$ cat src/rtl/corelet_pkg.sv
// corelet_pkg: shared inst-bus bit positions and sequencer states for the corelet controller
package corelet_pkg;
    localparam int OFIFO_RD = 6;
    localparam int IFIFO_WR = 5;
    localparam int IFIFO_RD = 4;
    localparam int L0_RD    = 3;
    localparam int L0_WR    = 2;
    localparam int EXEC     = 1;
    localparam int KLOAD    = 0;
    typedef enum logic [2:0] {
        S_IDLE, S_W_FILL, S_W_LOAD, S_W_FLUSH, S_EXEC, S_DRAIN, S_DONE
    } state_t;
endpackage

$ cat src/rtl/l0_occ_tracker.sv
// l0_occ_tracker: L0 occupancy and in-flight xmem read bookkeeping, gates new reads so L0 cannot overflow
module l0_occ_tracker
    import corelet_pkg::*;
#(
    parameter int l0_depth = 64
) (
    input  logic clk,
    input  logic reset,
    input  logic issue,
    input  logic rd,
    output logic wr,
    output logic occ_nz,
    output logic can_issue
);
    localparam int OW = $clog2(l0_depth + 1) + 1;
    logic [OW-1:0] occ, inflight;
    // a read issued this cycle lands as l0_wr next cycle; reset drops anything in flight
    always_ff @(posedge clk) begin
        if (reset) begin
            wr       <= 1'b0;
            occ      <= '0;
            inflight <= '0;
        end else begin
            wr       <= issue;
            occ      <= occ + OW'(wr) - OW'(rd);
            inflight <= inflight + OW'(issue) - OW'(wr);
        end
    end
    assign occ_nz    = occ != '0;
    assign can_issue = (occ + inflight) < OW'(l0_depth);
endmodule

$ cat src/rtl/corelet_ctrl.sv
// corelet_ctrl: sequences kernel load and execute passes through L0, MAC array and OFIFO into pmem
module corelet_ctrl
    import corelet_pkg::*;
#(
    parameter int bw       = 4,
    parameter int row      = 8,
    parameter int col      = 8,
    parameter int psum_bw  = 16,
    parameter int addr_w   = 11,
    parameter int l0_depth = 64
) (
    input  logic              clk,
    input  logic              reset,
    input  logic              start,
    input  logic [addr_w-1:0] w_base,
    input  logic [addr_w-1:0] a_base,
    input  logic [addr_w-1:0] p_base,
    input  logic [addr_w-1:0] act_len,
    input  logic              ofifo_valid,
    output logic [6:0]        inst,
    output logic              xmem_cen,
    output logic [addr_w-1:0] xmem_addr,
    output logic              pmem_cen,
    output logic              pmem_wen,
    output logic [addr_w-1:0] pmem_addr,
    output logic              busy,
    output logic              done
);
    localparam logic [addr_w-1:0] COL    = addr_w'(col);
    localparam logic [addr_w-1:0] COL_M1 = addr_w'(col - 1);
    localparam logic [addr_w-1:0] FL_M1  = addr_w'(row + col - 1);

    if (bw < 1 || psum_bw < 1 || l0_depth < col) begin : g_bad_params
        $error("corelet_ctrl: invalid parameters");
    end

    state_t state, state_nxt;
    logic [addr_w-1:0] w_r, a_r, p_r, len_r, rcnt, ecnt, k, cyc;
    logic issue, kload, exec_rd, drain, l0_rd, l0_wr, occ_nz, can_issue;

    l0_occ_tracker #(.l0_depth(l0_depth)) u_occ (
        .clk(clk), .reset(reset), .issue(issue), .rd(l0_rd),
        .wr(l0_wr), .occ_nz(occ_nz), .can_issue(can_issue)
    );

    // state register
    always_ff @(posedge clk) begin
        if (reset) state <= S_IDLE;
        else       state <= state_nxt;
    end

    // next state and per-cycle strobes; drain stops once every psum row is written
    always_comb begin
        state_nxt = state;
        issue     = 1'b0;
        kload     = 1'b0;
        exec_rd   = 1'b0;
        drain     = 1'b0;
        unique case (state)
            S_IDLE:    state_nxt = start ? S_W_FILL : S_IDLE;
            S_W_FILL: begin
                issue     = rcnt != COL && can_issue;
                state_nxt = (rcnt == COL && l0_wr) ? S_W_LOAD : S_W_FILL;
            end
            S_W_LOAD: begin
                kload     = 1'b1;
                state_nxt = cyc == COL_M1 ? S_W_FLUSH : S_W_LOAD;
            end
            S_W_FLUSH: state_nxt = cyc == FL_M1 ? S_EXEC : S_W_FLUSH;
            S_EXEC: begin
                issue     = rcnt != len_r && can_issue;
                exec_rd   = occ_nz;
                drain     = ofifo_valid && k != len_r;
                state_nxt = (exec_rd && ecnt == len_r - 1'b1) ? S_DRAIN : S_EXEC;
            end
            S_DRAIN: begin
                drain     = ofifo_valid && k != len_r;
                state_nxt = k == len_r ? S_DONE : S_DRAIN;
            end
            S_DONE:    state_nxt = S_IDLE;
            default:   state_nxt = S_IDLE;
        endcase
    end

    // latch run parameters on an accepted start and advance the address/count registers
    always_ff @(posedge clk) begin
        if (reset) begin
            {w_r, a_r, p_r, len_r, rcnt, ecnt, k, cyc} <= '0;
        end else begin
            cyc <= state_nxt != state ? '0 : cyc + 1'b1;
            if (state == S_IDLE && start) begin
                w_r   <= w_base;
                a_r   <= a_base;
                p_r   <= p_base;
                len_r <= act_len == '0 ? addr_w'(1) : act_len;
                rcnt  <= '0;
                ecnt  <= '0;
                k     <= '0;
            end else begin
                if (state == S_W_FLUSH) rcnt <= '0;
                else if (issue)         rcnt <= rcnt + 1'b1;
                if (exec_rd) ecnt <= ecnt + 1'b1;
                if (drain)   k    <= k + 1'b1;
            end
        end
    end

    // inst bus assembly; the input-FIFO bits are unused by this sequencer
    always_comb begin
        l0_rd          = kload | exec_rd;
        inst           = '0;
        inst[OFIFO_RD] = drain;
        inst[IFIFO_WR] = 1'b0;
        inst[IFIFO_RD] = 1'b0;
        inst[L0_RD]    = l0_rd;
        inst[L0_WR]    = l0_wr;
        inst[EXEC]     = exec_rd;
        inst[KLOAD]    = kload;
    end

    assign xmem_cen  = ~issue;
    assign xmem_addr = (state == S_W_FILL ? w_r : a_r) + rcnt;
    assign pmem_cen  = ~drain;
    assign pmem_wen  = ~drain;
    assign pmem_addr = p_r + k;
    assign busy      = state != S_IDLE && state != S_DONE;
    assign done      = state == S_DONE;
endmodule

$ cat config.mk
export PLATFORM = sky130hd
export DESIGN_NAME = corelet_ctrl
export DESIGN_NICKNAME = d
export VERILOG_FILES = /design/src/rtl/corelet_pkg.sv /design/src/rtl/l0_occ_tracker.sv /design/src/rtl/corelet_ctrl.sv
export SDC_FILE = /design/constraint.sdc
export NUM_CORES = 1
export LEC_CHECK = 0
export ABC_CLOCK_PERIOD_IN_PS = 5100
export CORE_MARGIN = 3
export CORE_UTILIZATION = 35
export CTS_CLUSTER_SIZE = 8
export DETAILED_ROUTE_END_ITERATION = 16
export GPL_ROUTABILITY_DRIVEN = 0
export PLACE_DENSITY = 0.55
export SLEW_MARGIN = 25
export SYNTH_ARGS = -nofsm -noshare
export SYNTH_HDL_FRONTEND = slang
export SYNTH_SLANG_ARGS = --single-unit
$ cat constraint.sdc
create_clock -name clk -period 5.1 [get_ports clk]
set_clock_uncertainty 0.15 [all_clocks]
set_input_delay 1.02 -clock clk [delete_from_list [all_inputs] [get_ports clk]]
set_output_delay 1.02 -clock clk [all_outputs]
set_load 0.02 [all_outputs]
# Yosys cells after proc, flatten, opt, wreduce, memory -nomap -nowiden
# Cells that the tools add are included.
word_totals:
  output_inout_bits: 34
  register_bits: 108
  elab_cells: 72
  in_bits: 48
classes:
  add_sub_neg: 12
  eq_ne: 16
  muxes: 13
  reduce_logical: 15
  bitwise: 3
  n_lt_le_gt_ge: 1
op_table:
  columns: ["op", "count"]
  rows:
  - ["11-bit by 1-bit adder with 11-bit output (second input constant)", 4]
  - ["11-bit adder", 2]
  - ["11-bit == test", 2]
  - ["11-bit by 4-bit == test with 1-bit output (second input constant)", 2]
  - ["11-bit 2-to-1 mux", 2]
  - ["11-bit inequality test", 2]
  - ["3-bit one-hot mux with 6 select lines", 1]
  - ["8-bit by 1-bit adder with 8-bit output", 2]
  - ["8-bit by 1-bit subtractor with 8-bit output", 2]
  - ["11-bit by 3-bit == test with 1-bit output (second input constant)", 1]
  - ["11-bit logical NOT", 1]
  - ["11-bit by 4-bit inequality test with 1-bit output (second input constant)", 1]
  - ["11-bit by 1-bit subtractor with 11-bit output (second input constant)", 1]
  - ["3-bit == test (second input constant)", 3]
  - ["8-bit adder", 1]
  - ["8-bit by 7-bit less-than comparator with 1-bit output (second input constant)", 1]
  - ["8-bit nonzero test", 1]
  - ["1-bit logical AND", 7]
  - ["3-bit by 2-bit == test with 1-bit output (second input constant)", 2]
  - ["1-bit 2-to-1 mux", 6]
  - ["2-bit OR reduction", 3]
  - ["2-bit 2-to-1 mux", 2]
  - ["3-bit by 1-bit == test with 1-bit output (second input constant)", 1]
  - ["3-bit logical NOT", 1]
  - ["8 further kinds", 9]

# Longest topological paths before layout
depth:
  ltp_word: 7
  mapped_depth: 17
  mapped_depth_nobuf: 17

# Modules after synthesis
# Synthesis repeated with hierarchy kept, for this count alone.
unflattened:
  cells_unflattened: 864
  area_unflattened_um2: 6939.2
by_module_without_submodules:
  columns: ["mod", "seq_area_each_um2", "instances", "cells_each", "area_per_inst_um2"]
  rows:
  - ["corelet_ctrl", 1821.7, 1, 704, 5565.3]
  - ["l0_occ_tracker", 340.3, 1, 160, 1373.8]

# Worst setup path before layout
# No wires, ideal clock.
synth_timing:
  path_kind: "register -> output"
  from: "register state[0]"
  to: "output xmem_addr[10]"
  stages_incl_launch_ff: 15
  required_time_ns: 3.930
  slack_ns: 0.290
  path_buffers: 2
  arrival_time_ns: 3.640
  path_cell_list: "dfxtp_1 -> clkbuf_1 -> nand2b_1 -> nor2_1 -> clkbuf_1 -> mux2_2 -> ha_1 -> fa_1 -> a21o_1 -> a21oi_1 -> o21bai_1 -> a21oi_1 -> o21ai_0 -> or4_1 -> nand3_1"
synth_via:
  elab_chain_cells: 3
synth_lines:
  columns: ["element", "line_no", "rtl"]
  rows:
  - ["from (decl)", "corelet_ctrl.sv:37", "state_t state, state_nxt;"]
  - ["from (signal assigned)", "corelet_ctrl.sv:49", "else state <= state_nxt;"]
  - ["3-bit by 1-bit == test with 1-bit output", "corelet_ctrl.sv:122", "assign xmem_addr = (state == S_W_FILL ? w_r : a_r) + rcnt;"]
  - ["11-bit 2-to-1 mux", "corelet_ctrl.sv:122", null]
  - ["11-bit adder", "corelet_ctrl.sv:122", null]
  - ["to (decl)", "corelet_ctrl.sv:22", "output logic [addr_w-1:0] xmem_addr,"]
# No other way between the ends.

# Worst setup path in the final report
layout_timing:
  from: "register state[1]"
  to: "output xmem_addr[10]"
# The elaborated chain is that of the path after synthesis.

==> impl_metrics.toml <==
[global_routing]
grt_start_max_net_pins = 64
grt_usage = 0.163
grt_pass1_vias = 5545
grt_pass1_wl_um = 28000
antenna_found_initial = 0
gr-total-overflow = 0

[layout]
drive_gt1_frac = 0.0615
area.sequential_sq_mm = 0.00216
syn_to_final_growth_pct = 18.5
multi_input_comb_area_sq_mm = 0.00419
layout.nets = 993
fillers = 1890
final_cell_mix = "108 x nand2_1, 108 x dfxtp_1, 80 x a21oi_1"
n_antenna_cell = 0

[power]
peakVddDrop_mv = 0.172
p_clk_frac = 0.304
p_int_mw = 1.66
switching_power_mw = 0.786
power_density_mw_per_mm2 = 305
pwr-share-seq = 0.401
p_leak_nw = 3.21
p_sw_frac = 0.321
combPwrFrac = 0.294

[outcome]
outcome = "completed"

[hold_path]
whs_path_depth = 1
min_path_type = "reg2reg"

[clock_tree]
cts_tree = "done"
clk_latency_ns = 0.37
clk_pin_slew_ns = 0.07
cts_buffers = 9
cts_sinks = 108
htree_levels = 3
cts.path.max_buffers = 2
ctsHoldBuffers = 0
cts-root-buf = "clkbuf_16"

[floorplan]
rows = 50
dieHeight_um = 145
ioPinCount = 82
dieWidth_um = 145
start_util = 0.359
core_area_sq_mm = 0.0188
die_area_sq_mm = 0.0210

[route]
drt_iter0_drc = 333
firstDrtPassIters = 4
drc = 0
vias = 5701
wl_per_cell_um = 14.6
ant_nets = 0
avgViaCountPerCell = 4.94
wl_um = 16900

[yosys]
yosysTopAreaCell = "dfxtp_1"
synth_area_sq_mm = 0.00677
synth_top_area_frac = 0.319
synth.distinct_cells = 63
synth_edf_count = 0
postSynth.asyncResetShare = 0
synth_warnings = 0
ys.flop_type = "dfxtp_1"
netlist_top_cells_area = "dfxtp_1 32%, ha_1 9.4%, xor2_1 6.6%"
syn_avg_cell_area_sq_um = 8.05
synth_cells = 841
synth-seq-cells = 108
yosysSeqAreaShare = 0.319

[job]
cap_violations = 0

[sta]
fmax_ghz = 0.203
fin_crit_ns = 4.94
fin_crit_sh = 0.968
setup_viol = 0
hold_viol_final = 0
worst_slew_pin_slew_ns = 0.755
fin_tns_setup_ns = 0
rsz0062_at_grt = "no"
holdWs_ns = 0.293
slew_violations = 0
slew_headroom = 0.497

[worst_setup_path]
crit_path_end_kind = "output port"
cp-start-kind = "flip-flop"
crit_type = "reg2out"
r2r_cells = 17
cp_data_arrival_time_ns = 3.77
worstPathMaxFanout = 3
required_ns = 3.93

[placement]
numPortBuffers = 79
hpwl_um = 12400
==> path summary, 6_finish.rpt <==
check                          startpoint                           end  slack, ns
setup / recovery      state[1]$_SDFF_PP0_                 xmem_addr[10]       0.16
hold / removal          cyc[0]$_SDFF_PP0_             cyc[0]$_SDFF_PP0_       0.29
setup reg to reg  u_occ.occ[4]$_SDFF_PP0_  u_occ.inflight[6]$_SDFF_PP0_       1.12
hold reg to reg         cyc[0]$_SDFF_PP0_             cyc[0]$_SDFF_PP0_       0.29
==> cells by family (layout without fill, tap and decap cells) <==
group,Yosys count,count (layout),synth area share
buf+inv,99,152,0.0634
mux,14,14,0.0226
xor+xnor,89,89,0.115
simple gates,312,312,0.226
compound gates,163,163,0.147
fa+ha+maj,55,55,0.106
flops,108,108,0.319
other cells,1,2,0.000554
==> per-stage QoR <==
| stage | setup WS (ns) | power, mW | cell area (sq um) | util | std cells |
|---|---|---|---|---|---|
| 3_5_place_dp | 0.120 | 1.73 | 7700 | 0.409 | 1139 |
| 5_1_grt | 0.00424 | 2.62 | 8020 | 0.426 | 1155 |
| 6_report | 0.164 | 2.45 | 8020 | 0.426 | 1155 |
| 4_1_cts | 0.0427 | 2.48 | 8020 | 0.426 | 1155 |
| 2_1_floorplan | 0.290 | 1.53 | 6770 | - | 842 |
| 3_3_place_gp | 0.125 | 1.72 | 7700 | 0.409 | 1139 |
==> critical path, cell delays in order (launching register included) <==
cell           delay (ns)
dfxtp_1              0.31
nand2b_1             0.16
nor2_2               0.19
mux2_2               0.36
ha_1                 0.20
fa_1                 0.40
a21o_1               0.21
a21oi_2              0.17
o21bai_1             0.09
a21oi_1              0.22
o21ai_1              0.16
or4_1                0.49
nand3_1              0.09
dlygate4sd2_1        0.33
==> Yosys cell counts (3+ instances only) <==
library cell,instances
mux2_2,10
nor4_1,11
inv_1,48
nand3_1,28
o211ai_1,3
and3_1,8
o21ai_0,25
a21oi_1,81
buf_4,8
a31oi_1,6
and2_1,9
or2_2,6
nor2_1,72
nand4_1,13
clkbuf_1,31
nor3b_1,3
o32ai_1,3
o31ai_1,6
nor4bb_1,4
nor2b_1,5
a211oi_1,6
dfxtp_1,108
xor2_1,51
ha_1,51
buf_2,9
fa_1,4
nand2b_1,6
mux2i_1,4
or4_1,10
o21bai_1,4
nor3_1,8
xnor2_1,38
nand2_1,108
or3_1,8
a21o_1,9
a22o_1,3
==> state kept, by name, summed over array words and instances, names as in the netlist <==
register,count
k,11
u_occ.inflight,8
len_r,11
cyc,11
u_occ.occ,8
w_r,11
ecnt,11
state,3
a_r,11
p_r,11
rcnt,11
u_occ.wr,1
==> power by group through the flow <==
stage,Sequential [mW],Clock [mW],Combinational [mW]
2_1_floorplan,0.967,0,0.561
3_3_place_gp,1.00,0,0.715
3_5_place_dp,1.00,0,0.723
4_1_cts,0.983,0.765,0.728
5_1_grt,0.992,0.805,0.819
6_report,0.982,0.744,0.720
==> final cells by class <==
cell class              count  share of cell area
flip-flops and latches    108               0.270
well taps                 260              0.0406
repair buffers             88               0.106
multi-input cells         635               0.522
inverters                  48              0.0225
clock buffers              11              0.0315
clock inverters             5             0.00749
==> timing repair <==
action | in CTS | in global routing
buffers inserted | 0 | 0
setup endpoints to repair | 1 | 2
gates cloned | 0 | 0
gates resized for setup | 2 | 2
==> routing by layer <==
layer,vias up,part of all wire,global-route usage
met5,-,0,0
met2,82,0.46,0.269
met1,2610,0.49,0.217
li1,2992,-,-
met4,0,0.020,0.0575
met3,17,0.032,0.0278
No activity file was read; power rests on OpenSTA's default activity.
